--- src/rtl/pc_seq_ctrl.sv ---
// pc_seq_ctrl - fetch PC sequencer with redirect buffering.
//
// Holds the registered fetch PC and picks the next PC from PC+4 or one of
// three redirect sources: jr > j > br. When the hazard unit stalls, a
// redirect that arrives in the same cycle is captured in a one-entry buffer.
// That buffered redirect is applied on the first cycle without a stall.
//
// Optional feature macro: PC_EXC_EN adds an exception entry path (exc_req /
// exc_sel). The exception beats everything, including stall and a buffered
// redirect.
//
// Ports:
//   clk        - single clock, rising edge
//   rst_n      - synchronous active-low reset
//   stall      - hold request; the PC does not advance while high
//   br_req     - taken branch, target br_target
//   j_req      - J/JAL redirect, target j_target
//   jr_req     - JR/JALR redirect, target jr_target
//   exc_req    - exception entry request (PC_EXC_EN only)
//   exc_sel    - exception path selected, combinational (PC_EXC_EN only)
//   pc         - registered fetch PC
//   npc        - combinational next PC
//   pc_op      - next-PC select: 00 PC+4, 01 branch, 10 jump, 11 jr
//   redirect   - one-cycle pulse after a non-sequential PC load
//   pend       - a redirect is buffered (HOLD state)
//   misalign   - sticky: a PC with bits [1:0] != 0 was loaded
module pc_seq_ctrl #(
  parameter logic [31:0] RESET_PC = 32'h0000_3000,
  parameter logic [31:0] EXC_PC   = 32'h0000_4180
) (
  input  logic        clk,
  input  logic        rst_n,
  input  logic        stall,
  input  logic        br_req,
  input  logic [31:0] br_target,
  input  logic        j_req,
  input  logic [31:0] j_target,
  input  logic        jr_req,
  input  logic [31:0] jr_target,
`ifdef PC_EXC_EN
  input  logic        exc_req,
  output logic        exc_sel,
`endif
  output logic [31:0] pc,
  output logic [31:0] npc,
  output logic [1:0]  pc_op,
  output logic        redirect,
  output logic        pend,
  output logic        misalign
);

  localparam logic [0:0] ST_RUN  = 1'b0;
  localparam logic [0:0] ST_HOLD = 1'b1;

  localparam logic [1:0] OP_SEQ = 2'b00;
  localparam logic [1:0] OP_BR  = 2'b01;
  localparam logic [1:0] OP_J   = 2'b10;
  localparam logic [1:0] OP_JR  = 2'b11;

  logic [0:0]  state_q, state_d;
  logic [1:0]  bufOp_q, bufOp_d;
  logic [31:0] bufTgt_q, bufTgt_d;
  logic [31:0] pc_q, pc_d;
  logic        redirect_q, redirect_d;
  logic        misalign_q, misalign_d;

  logic [31:0] pcSeq;
  logic [1:0]  reqOp;
  logic [31:0] reqTgt;
  logic        loadEn;

  // The 32-bit add wraps naturally, so FFFF_FFFC + 4 gives 0000_0000.
  assign pcSeq = pc_q + 32'd4;

  // Resolve the request sources by fixed priority. Requests that lose in
  // the same cycle are dropped. They are never queued.
  always_comb begin
    reqOp  = OP_SEQ;
    reqTgt = pcSeq;
    if (jr_req) begin
      reqOp  = OP_JR;
      reqTgt = jr_target;
    end else if (j_req) begin
      reqOp  = OP_J;
      reqTgt = j_target;
    end else if (br_req) begin
      reqOp  = OP_BR;
      reqTgt = br_target;
    end
  end

  // Next-state logic.
  // In RUN, the PC follows the winning request when there is no stall.
  // If there is a stall, the winning request is captured in the buffer.
  // In HOLD, the buffered redirect is applied once the stall drops. Any new
  // requests are ignored until that happens. npc/pc_op show what the PC
  // will become if the stall drops.
  always_comb begin
    state_d    = state_q;
    bufOp_d    = bufOp_q;
    bufTgt_d   = bufTgt_q;
    npc        = pc_q;
    pc_op      = OP_SEQ;
    loadEn     = 1'b0;
    redirect_d = 1'b0;
    case (state_q)
      ST_RUN: begin
        if (!stall) begin
          npc        = reqTgt;
          pc_op      = reqOp;
          loadEn     = 1'b1;
          redirect_d = (reqOp != OP_SEQ);
        end else if (reqOp != OP_SEQ) begin
          bufOp_d  = reqOp;
          bufTgt_d = reqTgt;
          state_d  = ST_HOLD;
        end
      end
      ST_HOLD: begin
        npc   = bufTgt_q;
        pc_op = bufOp_q;
        if (!stall) begin
          loadEn     = 1'b1;
          redirect_d = 1'b1;
          bufOp_d    = OP_SEQ;
          bufTgt_d   = '0;
          state_d    = ST_RUN;
        end
      end
      default: state_d = ST_RUN;
    endcase
`ifdef PC_EXC_EN
    // The exception entry beats stall and discards any buffered redirect.
    // pc_op reads 00 because the exception path is outside the 2-bit mux.
    if (exc_req) begin
      npc        = EXC_PC;
      pc_op      = OP_SEQ;
      loadEn     = 1'b1;
      redirect_d = 1'b1;
      bufOp_d    = OP_SEQ;
      bufTgt_d   = '0;
      state_d    = ST_RUN;
    end
`endif
    pc_d       = loadEn ? npc : pc_q;
    misalign_d = misalign_q | (loadEn & (npc[1:0] != 2'b00));
  end

  // State registers. The synchronous reset beats stall, all requests and a
  // buffered redirect.
  always_ff @(posedge clk) begin
    if (!rst_n) begin
      pc_q       <= RESET_PC;
      state_q    <= ST_RUN;
      bufOp_q    <= OP_SEQ;
      bufTgt_q   <= '0;
      redirect_q <= 1'b0;
      misalign_q <= 1'b0;
    end else begin
      pc_q       <= pc_d;
      state_q    <= state_d;
      bufOp_q    <= bufOp_d;
      bufTgt_q   <= bufTgt_d;
      redirect_q <= redirect_d;
      misalign_q <= misalign_d;
    end
  end

`ifdef PC_EXC_EN
  assign exc_sel = exc_req;
`else
  // EXC_PC has no function without the exception path.
  logic unusedExcPc;
  assign unusedExcPc = ^EXC_PC;
`endif

  assign pc       = pc_q;
  assign redirect = redirect_q;
  assign pend     = (state_q == ST_HOLD);
  assign misalign = misalign_q;

endmodule

--- config.mk ---
export PLATFORM = sky130hd
export DESIGN_NAME = pc_seq_ctrl
export DESIGN_NICKNAME = d
export VERILOG_FILES = /design/src/rtl/pc_seq_ctrl.sv
export SDC_FILE = /design/constraint.sdc
export NUM_CORES = 1
export LEC_CHECK = 0
export CAP_MARGIN = 20
export CORE_ASPECT_RATIO = 1.1
export CORE_MARGIN = 3
export CORE_UTILIZATION = 50
export DETAILED_ROUTE_END_ITERATION = 12
export GPL_ROUTABILITY_DRIVEN = 0
export GPL_TIMING_DRIVEN = 0
export PLACE_DENSITY_LB_ADDON = 0.15
export SETUP_SLACK_MARGIN = 0.15
export SLEW_MARGIN = 20
export SYNTH_ARGS = -nofsm -noshare
export SYNTH_HDL_FRONTEND = slang
export SYNTH_SLANG_ARGS = --single-unit
--- constraint.sdc ---
create_clock -name clk -period 4.6 [get_ports clk]
set_clock_uncertainty 0.05 [all_clocks]
set_input_delay 0.46 -clock clk [delete_from_list [all_inputs] [get_ports clk]]
set_output_delay 0.46 -clock clk [all_outputs]
set_load 0.02 [all_outputs]
==> metrics.md, run 1 <==
| Metric | Value |
|---|---|
| Status | `complete, no violations` |
| Final Cycle Share | `94.40%` |
| ANT cells | `0` |
| P_leak | `2.599 nW` |
| Non-Filler Instances | `1017` |
| CP startpoint kind | `primary input` |
| Sw power | `0.6857 mW` |
| Slowest Stage Delay on Critical Path | `0.65 ns` |
| First-pass GRT wire length | `35640 um` |
| Pwr/cell area | `266.8 nW/um^2` |
| DP Area | `6897 sq um` |
| Clock buffer depth | `2` |
| Cell family with most CP delay | `buffers and inverters` |
| Post-synthesis async set-or-reset flop share | `0%` |
| Tmin final | `4.343 ns` |
| Combinational power share | `35.4%` |
| Final setup viols | `0` |
| Clock share of power | `28.0%` |
| Total power | `1.895 mW` |
| Post-synthesis instance total | `718` |
| Worst EP required | `4.09 ns` |
| Commonest non-fill, non-tap cell in the layout | `clkdlybuf4s50_1` |
| Die Wd | `102 um` |
| YS warnings | `0` |
| Routed WL per cell | `23.77 um` |
| Max Slew Vio Count | `0` |
| Predominant post-synthesis flop cell | `dfxtp_1` |
| Nets@finish | `999` |
| Sink Count | `69` |
| HP Start | `bufTgt_q[21]` |
| RSZ-0062 raised after global routing | `no` |
| Largest net degree at the start of global routing | `12` |
| Initial antenna violation count | `0` |
| Initial drt markers | `1141` |
| Sum Neg Setup Slack | `0 ns` |
| Switching Share | `36.18%` |
| Worst Setup End Kind | `output pin` |
| Hold WS | `0.4144 ns` |
| First-pass DRT Iterations | `6` |
| # rows | `37` |
| Core Area | `9629 sq um` |
| Critical path, cell by cell | `clkdlybuf4s50_1 -> clkbuf_1 -> clkbuf_2 -> clkbuf_2 -> a21oi_1 -> o21ai_0 -> mux2i_1 -> o21ai_0 -> clkdlybuf4s50_1` |
| Die Span Y | `111.6 um` |
| CP max FO | `10` |
| Skew-Pair Late Insertion Delay | `0.37 ns` |
| Root Driver | `clkbuf_8` |
| Crit path max-delay cell type | `clkdlybuf4s50_1` |
| Share of post-route cells with drive strength above 1 | `5.000%` |
| Io pins | `171` |
| Gr usage total | `40.62%` |
| Netlist cell types | `67` |
| CTS clk-pin slew, worst paths | `0.08 ns` |
| Worst Reg2Reg Path Length in Cells | `7` |
| VDD IR-drop max | `0.0001493 V` |
| CP Class | `in2out` |
| Placed cell count | `1003` |
| FMAX | `0.2303 GHz` |
| Total wire length | `24170 um` |
| FF+latch count, synth | `69` |
| Min-Delay Path Class | `reg2reg` |
| H-tree level count | `3` |
| Die area | `11380 sq um` |
| Synth area leader | `dfxtp_1` |
| Leading cell types by total area after synthesis | `dfxtp_1 27%, o21ai_0 7.1%, nand2_1 7.0%, nor2_1 5.7%, a21oi_1 5.0%` |
| Most frequent cells in the layout | `168 x clkdlybuf4s50_1, 94 x nand2_1, 77 x nor2_1` |
| Antenna-violating nets left | `0` |
| Worst hold path depth | `2` |
| Vias per cell | `6.991` |
| Syn-to-layout area delta | `40.14%` |
| Crit path depth | `9` |
| Sequential power share | `36.7%` |
| Int Power | `1.210 mW` |
| Grt ovf | `0` |
| Vias in the first global route | `6828` |
| Worst setup startpoint | `j_req` |
| Slew @ Worst Pin | `0.8651 ns` |
| Post-route setup slack | `0.2575 ns` |
| Headroom to the max-slew limit | `42.12%` |
| Hold Buf Count CTS | `0` |
| Drt drc | `0` |
| Syn nets | `821` |
| Average cell area after synthesis | `7.059 sq um` |
| Buffers on Ports | `168` |
| Register area share after synthesis | `27.25%` |
| FF-to-FF Start | `pc[3]` |
| Max-Cap Viols | `0` |
| Hold Fails Final Rpt | `0` |
| TritonCTS clock tree | `yes` |
| Post-synth top area share | `27.25%` |
| Critical path buffer and inverter count | `5` |
| Initial Util | `52.64%` |
| WP data arrival | `3.83 ns` |
| Synth Cell Area | `5069 sq um` |
| Final instance area | `7103 sq um` |
| DR vias | `7110` |
| Core Util, Final | `73.77%` |
| Post-synth EDFFs | `0` |
| CTS buffer count | `9` |
| Post-DP HPWL | `17240 um` |
| Worst slack, placed | `-0.003069 ns` |
==> metal layers <==
metal | wire (um) | up-vias | GRT usage [%]
met5 | 0 | - | 0
met4 | 2073 | 0 | 31.23
met3 | 3686 | 222 | 11.40
li1 | - | 2999 | -
met1 | 8067 | 3113 | 49.10
met2 | 10350 | 776 | 59.82
==> Yosys cell counts (6+ instances only) <==
master,number
xnor2_1,12
o31ai_1,12
o21ai_0,72
a31oi_1,18
clkbuf_1,49
nand2_1,94
nand4_1,6
inv_1,14
nor2_1,77
a21oi_1,51
or3_1,15
nor3_1,12
a221o_1,6
mux2i_1,10
o211ai_1,12
a22oi_1,13
xor2_1,6
nand2b_1,13
nor2b_1,6
o21a_1,11
nor3b_1,6
a221oi_1,14
nand3_1,24
dfxtp_1,69
==> flip-flops by register name, indices dropped and copies added, names as in the netlist <==
name / flops
bufOp_q: 2
bufTgt_q: 32
misalign: 1
pc: 32
pend: 1
redirect: 1
==> worst paths after layout <==
check / to / slack (ns)
max: npc[3] / 0.26
min: bufTgt_q[21] / 0.41
max reg2reg: pc[20] / 1.68
min reg2reg: bufTgt_q[21] / 0.41
==> tightest hold or removal path, delay by kind of cell (launching register included) <==
kind             cells  cell delay (ns)
flip-flops           1             0.33
AO/OA/AOI/OAI        1             0.06
AND/OR/NAND/NOR      1             0.04
==> repair_timing <==
item,CTS,global route
gates cloned,0,0
gates resized for setup,3,6
pin swaps,0,1
setup endpoints to repair,7,10
setup buffers,0,0
==> power by group through the flow <==
| stage | Combinational (mW) | Clock, mW | Sequential [mW] |
|---|---|---|---|
| after floorplan | 0.310 | 0 | 0.717 |
| after CTS | 0.649 | 0.514 | 0.690 |
| after detailed placement | 0.644 | 0 | 0.703 |
| after global routing | 0.700 | 0.539 | 0.698 |
| final | 0.670 | 0.530 | 0.695 |
| after global placement | 0.631 | 0 | 0.701 |
==> cell type report <==
cell class | instances | area [sq um]
clock buffer | 11 | 151.4
multi-input combinational | 572 | 3391
buffer | 59 | 236.5
clock inverter | 4 | 47.55
sequential | 69 | 1381
timing repair buffer | 168 | 1682
tap | 117 | 146.4
fill | 770 | 2526
inverter | 17 | 67.56
==> logic make-up (layout without fill, tap and decap cells) <==
logic type      after synthesis  count (layout)  share of synthesized area, %
flops                        69              69                         27.25
fa+ha+maj                     1               1                        0.2468
mux                          14              14                         2.864
compound gates              261             261                         34.07
xor+xnor                     18              18                         3.110
simple gates                278             278                         26.61
buf+inv                      77             259                         5.850
No activity file was read; power rests on OpenSTA's default activity.
==> run 2, diff against run 1 <==
- REMOVE_ABC_BUFFERS: not set -> 1
- clock period: 4.6 -> 5.1 ns (I/O delays scaled with it)
==> run 2 against run 1 <==
Core utilization decreased by 1.9 points; register-to-register slack got worse by 0.30 ns; clock-buffer cell count unchanged; worst hold slack got worse by 0.0096 ns; first-iteration DRC count decreased by 49%; critical endpoint is now npc[26]; largest power group unchanged; highest routed layer unchanged.
==> metrics.md, run 2 (synthesized netlist as in run 1, its figures left out) <==
| Metric | Value |
|---|---|
| Post-DP HPWL | `12960 um` |
| H-tree level count | `3` |
| Total wire length | `18640 um` |
| Most frequent cells in the layout | `166 x clkdlybuf4s50_1, 94 x nand2_1, 77 x nor2_1` |
| Skew-Pair Late Insertion Delay | `0.35 ns` |
| TritonCTS clock tree | `yes` |
| Cell family with most CP delay | `simple AND/OR/NAND/NOR gates` |
| Tmin final | `4.566 ns` |
| Clock buffer depth | `2` |
| CTS buffer count | `9` |
| CP startpoint kind | `flop` |
| Initial Util | `52.64%` |
| Initial antenna violation count | `0` |
| Hold WS | `0.4048 ns` |
| Non-Filler Instances | `965` |
| Total power | `1.568 mW` |
| CP Class | `reg2out` |
| Largest net degree at the start of global routing | `82` |
| Die Wd | `102 um` |
| RSZ-0062 raised after global routing | `no` |
| Initial drt markers | `587` |
| Sink Count | `69` |
| Post_cts resized | `0` |
| Crit path max-delay cell type | `nor4_4` |
| Routed WL per cell | `19.32 um` |
| Min-Delay Path Class | `reg2reg` |
| # fillers | `760` |
| Syn-to-layout area delta | `36.48%` |
| ANT cells | `0` |
| Critical path, cell by cell | `nand4_1 -> nor4_4 -> nand4_4 -> or4_1 -> a211o_1 -> a31oi_1 -> clkdlybuf4s50_1` |
| Max-Cap Viols | `0` |
| Share of post-route cells with drive strength above 1 | `5.307%` |
| DR vias | `6258` |
| Multi-input gate area | `3402 sq um` |
| Die area | `11380 sq um` |
| Nets@finish | `946` |
| Core Util, Final | `71.84%` |
| Gr usage total | `31.65%` |
| Grt ovf | `0` |
| CP max FO | `13` |
| Final Cycle Share | `89.53%` |
| Drt drc | `0` |
| Slowest Stage Delay on Critical Path | `0.75 ns` |
| Sum Neg Setup Slack | `0 ns` |
| Placed cell count | `948` |
| Hold Fails Final Rpt | `0` |
| Worst Setup End Kind | `output pin` |
| Pwr/cell area | `226.7 nW/um^2` |
| Commonest non-fill, non-tap cell in the layout | `clkdlybuf4s50_1` |
| Core Area | `9629 sq um` |
| Register area | `1385 sq um` |
| Critical path buffer and inverter count | `1` |
| Headroom to the max-slew limit | `37.17%` |
| First-pass DRT Iterations | `8` |
| Vias in the first global route | `6104` |
| Post-CTS Setup Bufs | `0` |
| Root Driver | `clkbuf_8` |
| WP data arrival | `4.01 ns` |
| Hold Buf Count CTS | `0` |
| Worst EP required | `4.54 ns` |
| First-pass GRT wire length | `29300 um` |
| FMAX | `0.2190 GHz` |
| VDD IR-drop max | `0.0001170 V` |
| Status | `complete, no violations` |
| Vias per cell | `6.485` |
| Die Span Y | `111.6 um` |
| # rows | `37` |
| Slew @ Worst Pin | `0.9367 ns` |
| Max Slew Vio Count | `0` |
| Antenna-violating nets left | `0` |
| Final setup viols | `0` |
| CTS clk-pin slew, worst paths | `0.07 ns` |
| Buffers on Ports | `170` |
| Io pins | `171` |
| P_leak | `2.522 nW` |
[run 2: changes by cell type in the layout (fill, tap and decap cells not counted), sizes merged]
cell	delta
clkbuf	-51
clkinv	+3
clkinvlp	-1
clkdlybuf4s50	-2
bufinv	-1
[run 2: layout make-up]
cell class / instances / share of cell area, %
repair buffers: 174 / 25.47
clock buffers: 11 / 1.899
inverters: 17 / 0.9224
clock inverters: 5 / 0.3979
flip-flops and latches: 69 / 20.02
multi-input cells: 572 / 49.18
well taps: 117 / 2.116
[run 2: final timing paths]
| kind | from | end | slack [ns] | cells past startpoint |
|---|---|---|---|---|
| worst max-delay path | pc[4] | npc[26] | 0.53 | 7 |
| worst min-delay path | bufTgt_q[19] | bufTgt_q[19] | 0.40 | 1 |
| worst max register to register | pend | bufTgt_q[13] | 1.38 | 6 |
| worst min register to register | bufTgt_q[19] | bufTgt_q[19] | 0.40 | 1 |
[run 2: metrics by stage]
stage | area, sq um | setup slack [ns]
global route | 6918 | 0.4105
finish | 6918 | 0.5341
floorplan | 4836 | 1.121
global placement | 6684 | -1.902
CTS | 6910 | 0.5880
detailed placement | 6751 | 0.7011
[run 2: worst register-to-register path, stage by stage, from the launching register on]
cell,delay [ns]
dfxtp_4,0.83
inv_2,0.51
nand3_1,0.44
a21boi_2,0.72
and2_1,0.85
nand2_1,0.14
o21ai_0,0.11
[run 2: per-layer routing]
| metal | up-vias | share of wire [%] | wire length [um] | track usage (%) |
|---|---|---|---|---|
| met2 | 403 | 48 | 8863 | 51.58 |
| met5 | - | 0 | 0 | 0 |
| li1 | 2901 | - | - | - |
| met3 | 66 | 10 | 1920 | 5.952 |
| met4 | 0 | 4.0 | 737 | 15.92 |
| met1 | 2888 | 38 | 7118 | 39.37 |
[run 2: report_power, final]
part	internal, mW	switching [mW]
sequential	0.578	0.0614
clock	0.173	0.214
combinational	0.260	0.282
total	1.01	0.557
==> run 3, diff against run 2 <==
- CORE_UTILIZATION: 50 -> 45
- PLACE_DENSITY: not set -> 0.85
- PLACE_DENSITY_LB_ADDON: 0.15 -> not set
- clock period: 5.1 -> 5.9 ns (I/O delays scaled with it)
==> run 3 against run 2 <==
Clock-buffer cell count fell by 1; first-iteration DRC count is 6.8% lower; final cell count increased by 3.1%; critical path depth is the same; critical endpoint unchanged; largest power group is now the clock network.
==> metrics.md, run 3 (synthesized netlist as in run 1, its figures left out) <==
| Metric | Value |
|---|---|
| CP max FO | `13` |
| Sink Count | `69` |
| P_leak | `2.593 nW` |
| Initial antenna violation count | `0` |
| RSZ-0062 raised after global routing | `no` |
| Root Driver | `clkbuf_16` |
| Vias per cell | `6.104` |
| Post-route setup slack | `1.324 ns` |
| TritonCTS clock tree | `yes` |
| First-pass GRT wire length | `28830 um` |
| # rows | `40` |
| Non-Filler Instances | `995` |
| Grt ovf | `0` |
| Routed WL per cell | `18.45 um` |
| DP Area | `6812 sq um` |
| WP data arrival | `3.94 ns` |
| Post_cts resized | `0` |
| Die Span Y | `117.3 um` |
| Vias in the first global route | `5687` |
| Reg2Reg Setup Slack | `2.17 ns` |
| Critical path, cell by cell | `nand4_1 -> nor4_4 -> nand4_4 -> or4_1 -> a211o_1 -> a31oi_1 -> clkdlybuf4s50_1` |
| Combinational power share | `29.4%` |
| FMAX | `0.2185 GHz` |
| ANT cells | `0` |
| Max-Cap Viols | `0` |
| Clock share of power | `35.7%` |
| CTS buffer count | `9` |
| Initial Util | `46.24%` |
| Hold WS | `0.4058 ns` |
| Crit path max-delay cell type | `nor4_4` |
| Pwr/cell area | `222.7 nW/um^2` |
| Int Power | `1.067 mW` |
| Post-CTS Setup Bufs | `0` |
| Sw power | `0.5179 mW` |
| Tmin final | `4.576 ns` |
| Clock buffer depth | `2` |
| Share of post-route cells with drive strength above 1 | `5.660%` |
| Skew-Pair Late Insertion Delay | `0.34 ns` |
| Antenna-violating nets left | `0` |
| Die area | `12570 sq um` |
| Slew @ Worst Pin | `0.9851 ns` |
| Sum Neg Setup Slack | `0 ns` |
| Final Cycle Share | `77.55%` |
| VDD IR-drop max | `0.0001303 V` |
| Worst EP required | `5.26 ns` |
| Die Wd | `107.2 um` |
| Switching Share | `32.67%` |
| H-tree level count | `3` |
| Gr usage total | `28.30%` |
| CTS clk-pin slew, worst paths | `0.06 ns` |
| Post-DP HPWL | `12390 um` |
| First-pass DRT Iterations | `5` |
| Worst slack, placed | `1.422 ns` |
| Drt drc | `0` |
| Initial drt markers | `547` |
| Slowest Stage Delay on Critical Path | `0.75 ns` |
| Final setup viols | `0` |
| Largest net degree at the start of global routing | `70` |
| Io pins | `171` |
| Min-Delay Path Class | `reg2reg` |
| Status | `complete, no violations` |
| Final instance area | `7121 sq um` |
| Worst Setup End Kind | `output pin` |
| Sequential power share | `34.9%` |
| Core Area | `10960 sq um` |
| Hold Buf Count CTS | `0` |
| Max Slew Vio Count | `0` |
| Nets@finish | `946` |
| Total wire length | `18350 um` |
| CP Class | `reg2out` |
| Hold Fails Final Rpt | `0` |
| Headroom to the max-slew limit | `33.92%` |
| Placed cell count | `979` |
| Buffers on Ports | `170` |
| CP startpoint kind | `flop` |
| Syn-to-layout area delta | `40.48%` |
| DR vias | `6073` |
| Most frequent cells in the layout | `166 x clkdlybuf4s50_1, 94 x nand2_1, 76 x nor2_1` |
| Commonest non-fill, non-tap cell in the layout | `clkdlybuf4s50_1` |
run 3: cell types whose count changed in the layout (fill, tap and decap cells not counted), sizes merged:
cell    before  now
clkinv       7    5
inv         14   16
bufinv       0    1
clkbuf      11   10
run 3: critical path, delay by kind of cell, from the launching register on:
| family | cells | cell delay (ns) |
|---|---|---|
| flip-flops | 1 | 0.48 |
| AND/OR/NAND/NOR | 4 | 2.02 |
| buffers and inverters | 1 | 0.67 |
| AO/OA/AOI/OAI | 2 | 0.44 |
run 3: final timing paths:
path	startpoint	to	depth (start not counted)
max	pc[4]	npc[26]	7
min	bufTgt_q[14]	bufTgt_q[14]	2
max reg2reg	pend	bufTgt_q[21]	6
min reg2reg	bufTgt_q[14]	bufTgt_q[14]	2
run 3: metal layers:
metal / part of all wire [%] / vias up / GRT usage (%) / wire, um
li1: - / 2902 / - / -
met1: 40 / 2779 / 35.11 / 7351
met2: 47 / 354 / 46.56 / 8602
met3: 11 / 38 / 7.100 / 1930
met4: 2.6 / 0 / 11.27 / 470
met5: 0 / - / 0 / 0
run 3: cell type report:
class                      count  area [sq um]
tap                          147         183.9
fill                         939          3840
clock inverter                 6         70.07
clock buffer                  10         239.0
multi-input combinational    572          3405
sequential                    69          1385
inverter                      17         63.81
timing repair buffer         174          1774
run 3: power groups by stage:
stage / registers, mW / logic [mW] / clock network (mW)
finish: 0.553 / 0.467 / 0.566
global route: 0.558 / 0.502 / 0.589
CTS: 0.551 / 0.465 / 0.566
detailed placement: 0.560 / 0.462 / 0
global placement: 0.560 / 0.454 / 0
floorplan: 0.568 / 0.208 / 0
run 3: metrics by stage:
stage | utilization, % | total power [mW]
4_1_cts | 64.97 | 1.582
2_1_floorplan | - | 0.7755
5_1_grt | 64.97 | 1.649
3_3_place_gp | 61.32 | 1.014
6_report | 64.97 | 1.585
3_5_place_dp | 62.15 | 1.023
